[src/rtl/bit_manip_unit.sv]
// ---------------------------------------------------------------------------
// bit_manip_unit
//
// Multi-cycle SET / RES / TGL / BIT unit for WIDTH-bit operands. A request is
// accepted in IDLE, the bit mask is registered in MASK, the result and flags
// are registered in EXEC, and they are presented in DONE until the consumer
// takes them over the valid/ready handshake.
//
// Optional build macro: BITMANIP_FIELD_EN
//   defined   -> mask is a contiguous field of len+1 bits starting at sel.
//                The field is truncated at bit WIDTH-1 and does not wrap.
//   undefined -> mask is the single bit sel, and len has no effect.
//   The port list is the same in both builds.
//
// Ports
//   clk        in   system clock, rising edge
//   nreset     in   synchronous active-low reset
//   in_valid   in   request present
//   in_ready   out  unit idle and able to accept a request
//   op         in   0=SET 1=RES 2=TGL 3=BIT
//   sel        in   bit index (field start)
//   len        in   field length minus one (field build only)
//   operand    in   source value
//   carry_in   in   current carry flag, passed through on BIT
//   out_valid  out  result/flags valid
//   out_ready  in   consumer takes the result
//   result     out  operation result
//   zero       out  Z flag
//   carry      out  C flag
//   half       out  H flag
//   busy       out  a request is in flight
// ---------------------------------------------------------------------------
module bit_manip_unit #(
    parameter int WIDTH = 8,
    parameter int SELW  = $clog2(WIDTH)
) (
    input  logic             clk,
    input  logic             nreset,
    input  logic             in_valid,
    output logic             in_ready,
    input  logic [1:0]       op,
    input  logic [SELW-1:0]  sel,
    input  logic [SELW-1:0]  len,
    input  logic [WIDTH-1:0] operand,
    input  logic             carry_in,
    output logic             out_valid,
    input  logic             out_ready,
    output logic [WIDTH-1:0] result,
    output logic             zero,
    output logic             carry,
    output logic             half,
    output logic             busy
);

    typedef enum logic [1:0] {
        S_IDLE = 2'd0,
        S_MASK = 2'd1,
        S_EXEC = 2'd2,
        S_DONE = 2'd3
    } state_t;

    localparam logic [1:0] OP_SET = 2'd0;
    localparam logic [1:0] OP_RES = 2'd1;
    localparam logic [1:0] OP_TGL = 2'd2;

    state_t             r_state;
    state_t             w_state_next;

    logic [1:0]         r_op;
    logic [SELW-1:0]    r_sel;
    logic [SELW-1:0]    r_len;
    logic [WIDTH-1:0]   r_operand;
    logic               r_carry_in;
    logic [WIDTH-1:0]   r_mask;
    logic [WIDTH-1:0]   r_result;
    logic               r_zero;
    logic               r_carry;
    logic               r_half;

    logic [SELW-1:0]    w_len_eff;
    logic [SELW:0]      w_hi;
    logic [WIDTH-1:0]   w_mask;
    logic [WIDTH-1:0]   w_result;
    logic               w_zero;
    logic               w_carry;
    logic               w_half;

    // ------------------------------------------------------------------
    // Mask generator. Both builds share one range decoder: bit gi is set
    // when sel <= gi <= sel+len_eff. With a single-bit mask len_eff is
    // forced to zero. Indices at or above WIDTH simply have no mask bit,
    // which gives truncation without wrap and m=0 for an out-of-range sel.
    // ------------------------------------------------------------------
`ifdef BITMANIP_FIELD_EN
    assign w_len_eff = r_len;
`else
    assign w_len_eff = r_len & {SELW{1'b0}};
`endif

    // One extra bit so sel+len never wraps back into the operand range.
    assign w_hi = {1'b0, r_sel} + {1'b0, w_len_eff};

    genvar gi;
    generate
        for (gi = 0; gi < WIDTH; gi++) begin : g_mask
            assign w_mask[gi] = (gi >= int'(r_sel)) && (gi <= int'(w_hi));
        end
    endgenerate

    // ------------------------------------------------------------------
    // Execute datapath, consumed in EXEC from the registered mask.
    // ------------------------------------------------------------------
    always_comb begin
        w_result = r_operand;
        w_zero   = 1'b0;
        w_carry  = 1'b0;
        w_half   = 1'b0;
        case (r_op)
            OP_SET: w_result = r_operand | r_mask;
            OP_RES: w_result = r_operand & ~r_mask;
            OP_TGL: w_result = r_operand ^ r_mask;
            default: begin
                // BIT: operand passes through, Z reflects the tested bits.
                w_result = r_operand;
                w_half   = 1'b1;
                w_carry  = r_carry_in;
            end
        endcase
        if (r_op == 2'd3) begin
            w_zero = ((r_operand & r_mask) == '0);
        end else begin
            w_zero = (w_result == '0);
        end
    end

    // ------------------------------------------------------------------
    // Next-state logic
    // ------------------------------------------------------------------
    always_comb begin
        w_state_next = r_state;
        case (r_state)
            S_IDLE: if (in_valid) w_state_next = S_MASK;
            S_MASK: w_state_next = S_EXEC;
            S_EXEC: w_state_next = S_DONE;
            S_DONE: if (out_ready) w_state_next = S_IDLE;
            default: w_state_next = S_IDLE;
        endcase
    end

    // ------------------------------------------------------------------
    // State and datapath registers
    // ------------------------------------------------------------------
    always_ff @(posedge clk) begin
        if (!nreset) begin
            r_state    <= S_IDLE;
            r_op       <= '0;
            r_sel      <= '0;
            r_len      <= '0;
            r_operand  <= '0;
            r_carry_in <= 1'b0;
            r_mask     <= '0;
            r_result   <= '0;
            r_zero     <= 1'b0;
            r_carry    <= 1'b0;
            r_half     <= 1'b0;
        end else begin
            r_state <= w_state_next;
            if (r_state == S_IDLE && in_valid) begin
                r_op       <= op;
                r_sel      <= sel;
                r_len      <= len;
                r_operand  <= operand;
                r_carry_in <= carry_in;
            end
            if (r_state == S_MASK) begin
                r_mask <= w_mask;
            end
            if (r_state == S_EXEC) begin
                r_result <= w_result;
                r_zero   <= w_zero;
                r_carry  <= w_carry;
                r_half   <= w_half;
            end
        end
    end

    assign in_ready  = (r_state == S_IDLE);
    assign out_valid = (r_state == S_DONE);
    assign busy      = (r_state != S_IDLE);
    assign result    = r_result;
    assign zero      = r_zero;
    assign carry     = r_carry;
    assign half      = r_half;

endmodule
[config.mk]
export PLATFORM = sky130hd
export DESIGN_NAME = bit_manip_unit
export DESIGN_NICKNAME = d
export VERILOG_FILES = /design/src/rtl/bit_manip_unit.sv
export SDC_FILE = /design/constraint.sdc
export NUM_CORES = 1
export LEC_CHECK = 0
export ABC_AREA = 0
export BUFFER_PORTS_ARGS = -buffer_cell sky130_fd_sc_hd__buf_2
export CORE_MARGIN = 2
export CORE_UTILIZATION = 54
export DETAILED_ROUTE_END_ITERATION = 10
export GPL_TIMING_DRIVEN = 0
export MAX_ROUTING_LAYER = met4
export PLACE_DENSITY = 0.89
export SKIP_LAST_GASP = 1
export SYNTH_ARGS = -nofsm -noshare
export SYNTH_HDL_FRONTEND = slang
export SYNTH_SLANG_ARGS = --single-unit
[constraint.sdc]
create_clock -name clk -period 4.15 [get_ports clk]
set_clock_uncertainty 0.15 [all_clocks]
set_input_delay 0.2075 -clock clk [delete_from_list [all_inputs] [get_ports clk]]
set_output_delay 0.2075 -clock clk [all_outputs]
set_load 0.01 [all_outputs]
# [Word-level counts from Yosys, hierarchy flattened]
# Cells that the tools add are included.
[totals] ff_bits=35 latchBits=0 ram_bits=0 mem_bits_ro=0 in_bits=21 output_inout_bits=14 elab_cells=58 memories=0
[classes] add_sub_neg=0 mul=0 n_div=0 magnitude_cmp=14 eq_ne=8 n_shift=0 mux=7 bitwise=5 n_reduce_logical=14
[op_table] operator="case mux 8 bit (3 select lines)" count=1
[op_table] operator="bitwise AND 8 bit" count=2
[op_table] operator="logical NOT 8 bit" count=2
[op_table] operator="less-or-equal comparator 3 bit (first input constant)" count=4
[op_table] operator=">= comparator 3 bit (first input constant)" count=3
[op_table] operator="equality test 2 bit (second input constant)" count=4
[op_table] operator="NOT 8 bit" count=1
[op_table] operator="bitwise OR 8 bit" count=1
[op_table] operator="case mux 2 bit (4 select lines)" count=1
[op_table] operator="XOR 8 bit" count=1
[op_table] operator="logical AND 1 bit" count=7
[op_table] operator=">= comparator 1 x 3 -> 1 bit (first input constant)" count=2
[op_table] operator=">= comparator 2 x 3 -> 1 bit (first input constant)" count=2
[op_table] operator="less-or-equal comparator 2 x 3 -> 1 bit (first input constant)" count=2
[op_table] operator="equality test 2 x 1 -> 1 bit (second input constant)" count=2
[op_table] operator="logical NOT 2 bit" count=2
[op_table] operator="two-way mux 2 bit" count=2
[op_table] operator="less-or-equal comparator 1 x 3 -> 1 bit (first input constant)" count=1
[op_table] operator="two-way mux 1 bit" count=3
[op_table] operator="OR reduction 3 bit" count=1
[op_table] operator="!= test 2 x 1 -> 1 bit (second input constant)" count=1
[op_table] operator="!= test 2 bit (second input constant)" count=1
[op_table] operator="AND reduction 2 bit" count=1
[op_table] operator="nonzero test 2 bit" count=1

# [Depth between registers and ports, before layout]
[depth] ltp_word=5 ltp_mapped=7 ltp_nobuf=7

# [Worst setup path before layout]
# No wires, ideal clock.
[synth_path] kind="reg-to-reg" startpoint="register r_operand[4]" endpoint="register r_zero (netlist: zero)" setup_ns=0.074 t_arrival_ns=1.630 t_required_ns=3.926 setup_slack_ns=2.296 stages_incl_launch_ff=7 path_buffers=0 period_less_slack_ns=1.854 cell_sequence="dfxtp_1 -> inv_1 -> ha_1 -> mux4_1 -> nor4_2 -> nand2_1 -> a31oi_1"
[synth_via] elab_chain_cells=4 elab_cells_between_ends=8 classes_between="mux: 2; bitwise: 4; reduce/logical: 2"
[synth_lines] item="start, declared" line_no="72" text="logic [WIDTH-1:0] r_operand;"
[synth_lines] item="start signal, assigned" line_no="172" text="r_operand <= operand;"
[synth_lines] item="XOR 8 bit (tied with other cells)" line_no="121" text="OP_TGL: w_result = r_operand ^ r_mask;"
[synth_lines] item="case mux 8 bit (3 select lines)" line_no="118" text="case (r_op)"
[synth_lines] item="logical NOT 8 bit" line_no="132" text="w_zero = (w_result == '0);"
[synth_lines] item="two-way mux 1 bit *" line_no="129" text="if (r_op == 2'd3) begin"
[synth_lines] item="end signal, assigned" line_no="180" text="r_zero <= w_zero;"
[synth_lines] item="end, declared" line_no="76" text="logic r_zero;"
# Mark *: on every way between the ends. The rest lies on a longest branch, timed or not.
# A chain may end at the register's enable or synchronous reset.

# [Worst setup path in the final report]
[layout_path] startpoint="register r_op[1]" endpoint="register r_zero (netlist: zero)"
[layout_via] elab_chain_cells=4 elab_cells_between_ends=7 classes_between="eq/ne: 3; mux: 2; reduce/logical: 2"
[layout_lines] item="start, declared" line_no="69" text="logic [1:0] r_op;"
[layout_lines] item="start signal, assigned" line_no="169" text="r_op <= op;"
[layout_lines] item="equality test 2 bit (tied with other cells)" line_no="118"
[layout_lines] item="case mux 8 bit (3 select lines)" line_no="118"
[layout_lines] item="logical NOT 8 bit" line_no="132"
[layout_lines] item="two-way mux 1 bit *" line_no="129"
# Marks and branches as above.

==> impl_metrics.py <==
metrics = {
    "floorplanning": {
        "dieArea_sq_um": 4330,
        "core_sq_um": 3660,
        "initial_core_util_pct": 56.3,
        "row_count": 22,
        "io-pin-count": 35,
        "die_w_um": 65.8,
        "dieHeight_um": 65.8,
    },
    "clock_network": {
        "htree_levels": 2,
        "cts_setup_buffers": 0,
        "cts_tree": "yes",
        "worstSkewPairLatency_ps": 290,
        "cts_root_buffer": "clkbuf_8",
        "clock_sinks": 35,
        "cts_buffers": 5,
        "clk_path_buf_depth": 2,
        "postCtsHoldBufs": 2,
        "cts_resized": 0,
        "path_clk_slew_ps": 70,
    },
    "power_and_ir_drop": {
        "p_seq_share_pct": 37.7,
        "powerDensity_nw_per_um2": 490,
        "internal_power_mw": 0.742,
        "p_switching_mw": 0.434,
        "power.leakage_nw": 1.08,
        "clock_power_share_pct": 23.2,
        "switching_share_pct": 36.9,
        "ir_worst_vdd_mv": 0.243,
        "combPwrFrac_pct": 39.1,
    },
    "drt": {
        "postRouteWirelength_um": 4270,
        "wl_per_cell_um": 13.8,
        "first_iter_violations": 44,
        "vias_per_cell": 5.26,
        "ant_nets": 0,
        "route.detailed.drc": 0,
        "vias": 1632,
        "dr.pass1.iters": 4,
    },
    "placement": {
        "dpl.hpwl_um": 3180,
        "placed_cells": 300,
        "placed_area_sq_um": 2280,
        "io_buffers": 31,
        "gp_congestion": 0.795,
    },
    "logic_synthesis": {
        "ys_seq_area_share_pct": 34.0,
        "syn_area_sq_um": 2060,
        "synthesis.nets": 270,
        "synth_area_per_cell_sq_um": 9.33,
        "yosys-top-cells-count": "dfxtp_1 (35), nand2_1 (34), ha_1 (28), inv_1 (28)",
        "synth_largest_area_cell": "dfxtp_1",
        "synth_edf_count": 0,
        "ys_warn_count": 0,
        "synthDistinctLibCells": 32,
        "synth_top_area_share_pct": 34.0,
        "syn_inst": 221,
        "synthArstFlopShare_pct": 0,
        "ys_ff_latch": 35,
        "synth.most_common_cell": "dfxtp_1",
        "ys.flop_type": "dfxtp_1",
        "synth_area_leaders": "dfxtp_1 (34%), ha_1 (17%), nand2_1 (6.2%)",
    },
    "timing": {
        "rsz0062_at_grt": "no",
        "drv_slew": 0,
        "period_needed_ps": 2090,
        "finalHoldViolCount": 0,
        "setup_viol_count_final": 0,
        "setup_tns_ps": 0,
        "tightest_slew_ps": 501,
        "fmax_mhz": 479,
        "period_share_pct": 50.3,
        "relSlewSlack_pct": 66.6,
    },
    "hold_path": {
        "hold_class": "in -> reg",
        "holdPathStages": 3,
        "min_to": "r_op[0]",
        "hold_start": "op[0]",
    },
    "setup_path": {
        "r2r_cells": 5,
        "r2r-start": "r_op[1]",
        "cp.arrival_ps": 2150,
        "end_kind": "flip-flop",
        "cp.required_ps": 4220,
        "reg2reg_slack_ps": 2060,
        "critical_path_class": "reg -> reg",
        "start_kind": "flip-flop",
        "critPathMaxFanout": 10,
        "r2r_end": "zero",
    },
    "global_routing": {
        "grt_pass1_vias": 1560,
        "overflow": 0,
        "busiest_layer": "met2",
        "grt_util_met3_pct": 7.16,
        "grt_pass1_wl_um": 7140,
        "grt_use_met1_pct": 24.8,
        "grt_max_degree": 11,
        "met2_usage_pct": 38.9,
        "antenna_found_initial": 0,
        "groute.usage.overall_pct": 23.2,
    },
    "final_layout": {
        "syn_to_final_growth_pct": 16.3,
        "final_layout_size_suffix_gt1_share_pct": 17.2,
        "final_cell_count_no_fill": 310,
        "stdcell_area_sq_um": 2400,
        "antenna_cells": 0,
        "multi_input_area_sq_um": 1190,
        "nNetsFinal": 310,
        "n_fill_cell": 294,
        "seqCellArea_sq_um": 701,
        "final_core_util_pct": 65.5,
    },
    "job": {
        "max_cap_viol_count": 0,
    },
    "outcome": {
        "status": "completed",
    },
}
[layer usage]
metal	part of all wire [%]	wire length (um)
met1	41	1730
met5	0	0
met4	3.8	164
met2	50	2140
met3	5.5	234
[power by group through the flow]
stage	sequential (mW)	clock, mW	combinational [mW]
global route	0.452	0.294	0.524
finish	0.443	0.273	0.459
floorplan	0.440	0	0.332
CTS	0.442	0.277	0.465
detailed placement	0.450	0	0.454
global placement	0.446	0	0.428
[flip-flops by register name (all words and copies together), names as in the netlist]
name and count:
zero 1, carry 1, r_sel 3, r_state 2, r_mask 8, r_carry_in 1
result 8, half 1, r_op 2, r_operand 8
[logic make-up after synthesis]
kind of cell	share of synthesized area, %
buf+inv	8.07
flops	34.0
simple gates	17.8
compound gates	10.4
fa+ha+maj	17.0
mux	12.7
[through the flow]
stage / setup WS [ps] / total power, mW / hold WS (ps)
floorplan: 2300 / 0.773 / 192
global placement: 2170 / 0.874 / 296
detailed placement: 2070 / 0.904 / 305
CTS: 2070 / 1.18 / 1.55
global route: 1910 / 1.27 / 14.3
finish: 2060 / 1.18 / 0.291
[worst max-delay path, cell delays in order, from the launching register on]
cell	delay, ps
dfxtp_1	470
clkbuf_1	440
mux4_1	410
nor4_1	270
nand2_1	100
a31oi_1	160
[worst max path at each step]
stage | cells past startpoint | from | slack (ps) | to
2_1_floorplan | 6 | r_operand[4] | 2300 | zero
3_3_place_gp | 5 | r_op[1] | 2170 | zero
3_5_place_dp | 6 | r_operand[3] | 2070 | zero
4_1_cts | 6 | r_operand[3] | 2070 | zero
5_1_grt | 5 | r_op[1] | 1910 | zero
6_report | 5 | r_op[1] | 2060 | zero
[cell type report]
type                       instances  area share (%)
multi-input combinational        145            49.8
tap                               48            2.51
sequential                        35            29.2
inverter                          29            4.75
clock buffer                       8            4.18
timing repair buffer              33            7.31
buffer                            12            2.19
[placed cells by master, fill, tap and decap left out, types with 4 or more instances in the layout]
master     n
clkbuf_1  12
buf_2     31
nor2_1     4
dfxtp_1   35
nand2_1   34
a21boi_0  11
inv_1     28
nor2b_1   10
and2_1     6
mux4_1     4
clkbuf_8   7
a21boi_1   6
o21ai_0    4
mux2i_1    9
ha_1      28
(Power assumes the default switching activity.)
